<file path="src/rtl/sevenseg_pkg.sv">
// Shared definitions for the seven-segment scanner: digit-code field
// positions, the digit-code type and the hex glyph table.
package sevenseg_pkg;

  // Field positions inside a 7-bit digit code
  localparam int BLANK_B = 6;
  localparam int DP_B    = 5;
  localparam int DASH_B  = 4;

  typedef logic [6:0] digit_code_t;

  localparam digit_code_t CODE_BLANK = 7'h40;

  // Active-low "all segments off"
  localparam logic [6:0] SEG_OFF = 7'h7F;

  // Active-high glyphs, bit 0 = segment a ... bit 6 = segment g
  localparam logic [6:0] GLYPH_DASH = 7'h40;
  localparam logic [6:0] HEX_GLYPH [16] = '{
    7'h3F, 7'h06, 7'h5B, 7'h4F, 7'h66, 7'h6D, 7'h7D, 7'h07,
    7'h7F, 7'h6F, 7'h77, 7'h7C, 7'h39, 7'h5E, 7'h79, 7'h71
  };

  // Active-low glyph for a hex nibble
  function automatic logic [6:0] hex_glyph_n(input logic [3:0] v);
    return ~HEX_GLYPH[v];
  endfunction

endpackage

</file>
<file path="src/rtl/sevenseg_scan_ctl_if.sv">
// Display bus between digit producers and the scanner.
// master = producer/board side, slave = scanner.
// With SEEVENSEG-style blink enabled (macro SEVENSEG_BLINK_EN) a per-digit
// blink mask is added.
interface sevenseg_scan_ctl_if #(
  parameter int NDIG  = 8,
  parameter int DIM_W = 4
);
  logic [7*NDIG-1:0] digits;
  logic [DIM_W-1:0]  bright;
`ifdef SEVENSEG_BLINK_EN
  logic [NDIG-1:0]   blink;
`endif
  logic [6:0]        segs_n;
  logic              dp_n;
  logic [NDIG-1:0]   an_n;
  logic              frame_start;

`ifdef SEVENSEG_BLINK_EN
  modport master (output digits, bright, blink, input segs_n, dp_n, an_n, frame_start);
  modport slave  (input digits, bright, blink, output segs_n, dp_n, an_n, frame_start);
`else
  modport master (output digits, bright, input segs_n, dp_n, an_n, frame_start);
  modport slave  (input digits, bright, output segs_n, dp_n, an_n, frame_start);
`endif

endinterface

</file>
<file path="src/rtl/sevenseg_ext_n.sv">
// Extended seven-segment decoder with active-low outputs.
// Blank overrides everything (including dp), dash lights segment g only,
// otherwise a standard hex glyph is shown.
module sevenseg_ext_n
  import sevenseg_pkg::*;
(
  input  digit_code_t code_i,
  output logic [6:0]  segs_n_o,
  output logic        dp_n_o
);

  // Purely combinational glyph selection
  always_comb begin
    segs_n_o = hex_glyph_n(code_i[3:0]);
    dp_n_o   = ~code_i[DP_B];
    if (code_i[BLANK_B]) begin
      segs_n_o = SEG_OFF;
      dp_n_o   = 1'b1;
    end else if (code_i[DASH_B]) begin
      segs_n_o = ~GLYPH_DASH;
    end
  end

endmodule

</file>
<file path="src/rtl/sevenseg_scan_ctl.sv">
// Multiplexed common-anode seven-segment scanner with per-slot dwell time,
// guard blanking at slot start and PWM brightness.
// Optional feature macro: SEVENSEG_BLINK_EN (adds per-digit blinking).
module sevenseg_scan_ctl
  import sevenseg_pkg::*;
#(
  parameter int NDIG      = 8,
  parameter int CLK_HZ    = 100_000_000,
  parameter int SLOT_US   = 1000,
  parameter int DIM_W     = 4,
  parameter int GUARD_CYC = 16
`ifdef SEVENSEG_BLINK_EN
  ,
  parameter int BLINK_FRAMES = 250
`endif
)(
  input  logic               clk,
  input  logic               rst_n,
  sevenseg_scan_ctl_if.slave scan_if
);

  localparam int SLOT_CYC = (CLK_HZ / 1_000_000) * SLOT_US;
  localparam int SUB_CYC  = SLOT_CYC >> DIM_W;
  // One extra code point so the PWM limit can reach SLOT_CYC itself
  localparam int CYC_W    = $clog2(SLOT_CYC + 1);
  localparam int IDX_W    = (NDIG > 1) ? $clog2(NDIG) : 1;

  generate
    if ((SLOT_CYC % (2 ** DIM_W)) != 0) begin : g_chk_slot
      $fatal(1, "SLOT_CYC must be a multiple of 2**DIM_W");
    end
    if (GUARD_CYC >= SUB_CYC) begin : g_chk_guard
      $fatal(1, "GUARD_CYC must be smaller than SUB_CYC");
    end
    if (NDIG < 1 || NDIG > 16) begin : g_chk_ndig
      $fatal(1, "NDIG must be in 1..16");
    end
  endgenerate

  logic [CYC_W-1:0] cyc_q, cyc_d;
  logic [IDX_W-1:0] idx_q, idx_d;
  digit_code_t      code_q, code_d;
  logic [DIM_W-1:0] bright_q, bright_d;

  logic [NDIG-1:0]  an_n_q, an_n_d;
  logic [6:0]       segs_n_q;
  logic             dp_n_q;
  logic             frame_start_q;

  digit_code_t      digit_arr [NDIG];
  digit_code_t      fresh_code;
  digit_code_t      slot_code;
  logic [DIM_W-1:0] slot_bright;
  logic [CYC_W-1:0] on_lim;
  logic             anode_on;
  logic             frame_evt;
  logic [6:0]       dec_segs_n;
  logic             dec_dp_n;

  genvar gi;
  generate
    for (gi = 0; gi < NDIG; gi++) begin : g_unpack
      assign digit_arr[gi] = scan_if.digits[7*gi +: 7];
    end
  endgenerate

  assign frame_evt = (cyc_q == '0) && (idx_q == '0);

`ifdef SEVENSEG_BLINK_EN
  localparam int FC_W = (BLINK_FRAMES > 1) ? $clog2(BLINK_FRAMES) : 1;

  logic [FC_W-1:0] fc_q, fc_d;
  logic            phase_q, phase_d;

  // Frame counter: flip the blink phase every BLINK_FRAMES frames
  always_comb begin
    fc_d    = fc_q;
    phase_d = phase_q;
    if (frame_evt) begin
      if (fc_q == FC_W'(BLINK_FRAMES - 1)) begin
        fc_d    = '0;
        phase_d = ~phase_q;
      end else begin
        fc_d = fc_q + 1'b1;
      end
    end
  end

  // Blink phase state; phase 0 (visible) out of reset
  always_ff @(posedge clk or negedge rst_n) begin
    if (!rst_n) begin
      fc_q    <= '0;
      phase_q <= 1'b0;
    end else begin
      fc_q    <= fc_d;
      phase_q <= phase_d;
    end
  end

  // Code captured at slot start, forced blank during the hidden blink phase
  always_comb begin
    fresh_code = digit_arr[idx_q];
    if (phase_q && scan_if.blink[idx_q]) fresh_code[BLANK_B] = 1'b1;
  end
`else
  // Code captured at slot start
  always_comb begin
    fresh_code = digit_arr[idx_q];
  end
`endif

  // During the first cycle of a slot the registers are only being loaded,
  // so bypass them; this keeps segments constant over the whole slot.
  always_comb begin
    slot_code   = (cyc_q == '0) ? fresh_code : code_q;
    slot_bright = (cyc_q == '0) ? scan_if.bright : bright_q;
  end

  // Slot timing, digit index and slot-start latching
  always_comb begin
    cyc_d    = cyc_q + 1'b1;
    idx_d    = idx_q;
    code_d   = code_q;
    bright_d = bright_q;
    if (cyc_q == CYC_W'(SLOT_CYC - 1)) begin
      cyc_d = '0;
      idx_d = (idx_q == IDX_W'(NDIG - 1)) ? '0 : idx_q + 1'b1;
    end
    if (cyc_q == '0) begin
      code_d   = fresh_code;
      bright_d = scan_if.bright;
    end
  end

  // Scan state registers
  always_ff @(posedge clk or negedge rst_n) begin
    if (!rst_n) begin
      cyc_q    <= '0;
      idx_q    <= '0;
      code_q   <= CODE_BLANK;
      bright_q <= '0;
    end else begin
      cyc_q    <= cyc_d;
      idx_q    <= idx_d;
      code_q   <= code_d;
      bright_q <= bright_d;
    end
  end

  // PWM: cyc/SUB_CYC <= bright is the same as cyc < (bright+1)*SUB_CYC
  always_comb begin
    on_lim   = CYC_W'((int'(slot_bright) + 1) * SUB_CYC);
    anode_on = (cyc_q >= CYC_W'(GUARD_CYC)) && (cyc_q < on_lim);
  end

  generate
    for (gi = 0; gi < NDIG; gi++) begin : g_anode
      assign an_n_d[gi] = !(anode_on && (idx_q == IDX_W'(gi)));
    end
  endgenerate

  sevenseg_ext_n u_dec (
    .code_i   (slot_code),
    .segs_n_o (dec_segs_n),
    .dp_n_o   (dec_dp_n)
  );

  // Registered pin drivers, one cycle behind the scan state
  always_ff @(posedge clk or negedge rst_n) begin
    if (!rst_n) begin
      an_n_q        <= '1;
      segs_n_q      <= SEG_OFF;
      dp_n_q        <= 1'b1;
      frame_start_q <= 1'b0;
    end else begin
      an_n_q        <= an_n_d;
      segs_n_q      <= dec_segs_n;
      dp_n_q        <= dec_dp_n;
      frame_start_q <= frame_evt;
    end
  end

  assign scan_if.an_n        = an_n_q;
  assign scan_if.segs_n      = segs_n_q;
  assign scan_if.dp_n        = dp_n_q;
  assign scan_if.frame_start = frame_start_q;

endmodule

</file>
<file path="src/flat_wrapper.sv">
// flat-port wrapper written by rule: the top's interface ports become plain ports
module sevenseg_scan_ctl_flat import sevenseg_pkg::*;
#(
  parameter int NDIG      = 8,
  parameter int CLK_HZ    = 100_000_000,
  parameter int SLOT_US   = 1000,
  parameter int DIM_W     = 4,
  parameter int GUARD_CYC = 16

)
  (clk, rst_n, scan_if_digits, scan_if_bright, scan_if_segs_n, scan_if_dp_n, scan_if_an_n, scan_if_frame_start);
  sevenseg_scan_ctl_if #(.NDIG(NDIG), .DIM_W(DIM_W)) scan_if_i ();
  input  logic clk;
  input  logic rst_n;
  input wire logic [$bits(scan_if_i.digits)-1:0] scan_if_digits;
  input wire logic [$bits(scan_if_i.bright)-1:0] scan_if_bright;
  output wire logic [$bits(scan_if_i.segs_n)-1:0] scan_if_segs_n;
  output wire logic [$bits(scan_if_i.dp_n)-1:0] scan_if_dp_n;
  output wire logic [$bits(scan_if_i.an_n)-1:0] scan_if_an_n;
  output wire logic [$bits(scan_if_i.frame_start)-1:0] scan_if_frame_start;
  assign scan_if_i.digits = scan_if_digits;
  assign scan_if_i.bright = scan_if_bright;
  assign scan_if_segs_n = scan_if_i.segs_n;
  assign scan_if_dp_n = scan_if_i.dp_n;
  assign scan_if_an_n = scan_if_i.an_n;
  assign scan_if_frame_start = scan_if_i.frame_start;
  sevenseg_scan_ctl #(.NDIG(NDIG), .CLK_HZ(CLK_HZ), .SLOT_US(SLOT_US), .DIM_W(DIM_W), .GUARD_CYC(GUARD_CYC)) u_core (.clk(clk), .rst_n(rst_n), .scan_if(scan_if_i));
endmodule
</file>
<file path="config.mk">
export PLATFORM = sky130hd
export DESIGN_NAME = sevenseg_scan_ctl_flat
export DESIGN_NICKNAME = d
export VERILOG_FILES = /design/src/rtl/sevenseg_pkg.sv /design/src/rtl/sevenseg_scan_ctl_if.sv /design/src/rtl/sevenseg_ext_n.sv /design/src/rtl/sevenseg_scan_ctl.sv /design/src/flat_wrapper.sv
export SDC_FILE = /design/constraint.sdc
export NUM_CORES = 1
export LEC_CHECK = 0
export ABC_AREA = 0
export CAP_MARGIN = 20
export CORE_ASPECT_RATIO = 1.25
export CORE_MARGIN = 3
export CORE_UTILIZATION = 30
export CTS_CLUSTER_DIAMETER = 50
export DETAILED_ROUTE_END_ITERATION = 10
export REMOVE_ABC_BUFFERS = 1
export SLEW_MARGIN = 20
export SYNTH_ARGS = -nofsm -noshare
export SYNTH_HDL_FRONTEND = slang
export SYNTH_SLANG_ARGS = --single-unit
</file>
<file path="constraint.sdc">
create_clock -name clk -period 7.7 [get_ports clk]
set_input_delay 1.54 -clock clk [delete_from_list [all_inputs] [get_ports clk]]
set_output_delay 1.54 -clock clk [all_outputs]
set_load 0.005 [all_outputs]
</file>
==> flow_metrics.env <==
export IMPL_outcome="completed"
export IMPL_drive_gt1_share_pct=11.89
export IMPL_synth_edf_count=0
export IMPL_syn_area_per_cell_um2=10.17
export IMPL_drcViolationCount=0
export IMPL_yosys_warnings=0
export IMPL_die_w_um=109.0
export IMPL_crit_path_end_kind="flop"
export IMPL_hold_buffers=0
export IMPL_layout_commonest_cell="clkdlybuf4s50_1"
export IMPL_pwr_density_cell_nw_per_um2=132.3
export IMPL_p_leak_nw=2.211
export IMPL_cts_buffers_inserted=5
export IMPL_globalplace_congestion=0.8752
export IMPL_grt_max_degree=49
export IMPL_yosys_cell_types_count=66
export IMPL_h_tree_depth=2
export IMPL_via_per_inst=5.067
export IMPL_drt_iter0_drc=120
export IMPL_n_antenna_cell=0
export IMPL_layout_common_cells="clkdlybuf4s50_1, ha_1, inv_1"
export IMPL_routedWlPerCell_um=15.05
export IMPL_setup_tns_ps=0
export IMPL_ctsResizeCount=0
export IMPL_ys_top_cells_by_area="dfrtp_1, ha_1, dfstp_2"
export IMPL_placedInstanceArea_um2=4922
export IMPL_ant_nets=0
export IMPL_reg2reg_setup_slack_ps=850
export IMPL_tritoncts="built"
export IMPL_numPortBuffers=78
export IMPL_wl_um=9616
export IMPL_drv_slew=0
export IMPL_utilization_pct=39.47
export IMPL_synth_top_area_share_pct=19.52
export IMPL_worstHoldPathType="flop to flop"
export IMPL_yosysTopAreaCell="dfrtp_1"
export IMPL_cts_sink_count=48
export IMPL_period_needed_ps=7048
export IMPL_critPathMostFrequentCell="ha_1"
export IMPL_crit_start="scan_if_bright[0]"
export IMPL_dr_pass1_iters=4
export IMPL_fmax_ghz=0.1419
export IMPL_initial_core_util_pct=30.97
export IMPL_startpoint_type="input pin"
export IMPL_rows=46
export IMPL_post_route_period_util_pct=91.53
export IMPL_grt_pass1_vias=3357
export IMPL_tightest_slew_ps=849.9
export IMPL_insertion_delay_ps=300
export IMPL_hold_viol=0
export IMPL_clkTransAtPathRegs_ps=70
export IMPL_timing_rr_end="u_core.scan_if.an_n[6]$_DFF_PN1_"
export IMPL_seq_area_frac_synth_pct=30.75
export IMPL_syn_area_um2=3975
export IMPL_critPathMaxFanout=8
export IMPL_track_usage_pct=13.93
export IMPL_slowest_delay_ps=570
export IMPL_async_flop_share_pct=100.0
export IMPL_maxCapViolations=0
export IMPL_hold_ws_ps=509.4
export IMPL_crit_required_ps=7890
export IMPL_syn_to_final_growth_pct=27.45
export IMPL_ys_seq_elements=48
export IMPL_vias=3238
export IMPL_crit_type="input pin to flop"
export IMPL_relSlewSlack_pct=43.34
export IMPL_grt_pass1_wl_um=16240
export IMPL_dp_hpwl_um=7884
export IMPL_critical_path_slowest_cell="o22ai_1"
export IMPL_cts_buffer_depth=2
export IMPL_nets=590
export IMPL_antenna_found_initial=0
export IMPL_die_h_um=134.7
export IMPL_grt_overflow=0
export IMPL_r2r_start="u_core.cyc_q[11]$_DFF_PN0_"
export IMPL_io_pins=79
export IMPL_core_area_um2=12830
export IMPL_fin_area_um2=5066
export IMPL_fin_worst_skew_ps=5.393
export IMPL_yosys_most_used_dff="dfrtp_1"
export IMPL_peakVddDrop_mv=0.08161
export IMPL_root_buffer="clkbuf_16"
export IMPL_setup_viol=0
export IMPL_worstRegToRegCells=25
export IMPL_dieArea_um2=14680
export IMPL_rsz0062_at_grt="false"
export IMPL_power_mw=0.6703
export IMPL_path_cells="clkdlybuf4s50_1, a21boi_2, inv_1, ha_1, xnor2_1, ha_1, ha_1, inv_1, fa_1, inv_1, ha_1, nor2b_1, o21ai_0, a21oi_1, o21ai_0, a211oi_1, xnor2_1, ha_1, a21o_1, a211oi_1, nand4_1, o22ai_1, nand3_1"
export IMPL_crit_end="u_core.scan_if.an_n[6]$_DFF_PN1_"
export IMPL_post_cts_buffers=0
export IMPL_crit_arrival_ps=7230
export IMPL_synthCells=391
[cells by family (layout without fill, tap and decap cells)]
group	count (synthesis)	in the layout	share of synthesized area (%)
AND/OR/NAND/NOR	118	118	16.05
AO/OA/AOI/OAI	64	64	11.33
adder cells (fa/ha/maj)	58	58	19.01
buffers and inverters	51	131	5.571
flip-flops	48	48	30.75
XOR/XNOR	27	27	5.949
multiplexers	25	25	11.33
[layer usage]
metal | up-vias | track usage, % | wire (um)
li1 | 1574 | - | -
met1 | 1565 | 16.93 | 3937
met2 | 85 | 24.08 | 5023
met3 | 14 | 2.869 | 458
met4 | 0 | 5.053 | 196
met5 | - | 0 | 0
[registers in the layout, summed over array words and instances, names as in the netlist]
name,flops
u_core.code_q,7
u_core.idx_q,3
u_core.cyc_q,17
u_core.scan_if.dp_n,1
u_core.scan_if.segs_n,7
u_core.scan_if.an_n,8
u_core.bright_q,4
u_core.scan_if.frame_start,1
[where the power goes]
group / switching [mW] / internal [mW] / total, mW
registers: 0.00288 / 0.260 / 0.263
clock network: 0.0985 / 0.120 / 0.218
logic: 0.0918 / 0.0976 / 0.189
total: 0.193 / 0.477 / 0.670
[worst min path at each step]
stage               slack [ps]                       from                        end  depth (start not counted)
floorplan                  480  u_core.cyc_q[0]$_DFF_PN0_  u_core.cyc_q[0]$_DFF_PN0_                          1
global placement           490  u_core.cyc_q[0]$_DFF_PN0_  u_core.cyc_q[0]$_DFF_PN0_                          1
detailed placement         500  u_core.cyc_q[0]$_DFF_PN0_  u_core.cyc_q[0]$_DFF_PN0_                          1
CTS                        510  u_core.cyc_q[0]$_DFF_PN0_  u_core.cyc_q[0]$_DFF_PN0_                          1
global route               540  u_core.cyc_q[0]$_DFF_PN0_  u_core.cyc_q[0]$_DFF_PN0_                          1
finish                     510  u_core.cyc_q[0]$_DFF_PN0_  u_core.cyc_q[0]$_DFF_PN0_                          1
[cell usage after synthesis (3+ instances only)]
| cell | n |
|---|---|
| a211oi_1 | 5 |
| nand4_1 | 6 |
| nand3_1 | 21 |
| nand2_1 | 30 |
| mux4_2 | 9 |
| inv_1 | 40 |
| a21oi_1 | 14 |
| xor2_1 | 11 |
| mux4_1 | 5 |
| buf_2 | 3 |
| nor2_1 | 24 |
| a31oi_1 | 3 |
| a21o_1 | 4 |
| o211ai_1 | 5 |
| fa_1 | 4 |
| dfstp_2 | 17 |
| o21ai_0 | 8 |
| dfrtp_1 | 31 |
| nor2b_1 | 4 |
| mux2i_1 | 8 |
| nor3_1 | 8 |
| ha_1 | 54 |
| xnor2_1 | 16 |
| or3_1 | 4 |
| a32oi_1 | 4 |
[cell type report]
type	count	area, um^2
inverters	43	161.4
flip-flops and latches	48	1222
clock buffers	5	125.1
fillers	1236	7769
clock inverters	3	18.77
well taps	168	210.2
multi-input cells	292	2537
repair buffers	80	790.8
[critical path, delay by kind of cell]
kind	cells	cell delay (ps)
AOI/OAI and AO/OA	8	2100
adders and majority gates	6	1910
buffers and inverters	4	690
xor gates and xnor gates	2	560
and+or+nand+nor	3	420
[metrics by stage]
step | setup slack [ps] | cells
final | 652.1 | 639
after global routing | 224.9 | 639
after CTS | 660.5 | 639
after detailed placement | 373.4 | 631
after global placement | 581.5 | 631
after floorplan | 1504 | 383
Power figures use the tool's default switching activity.
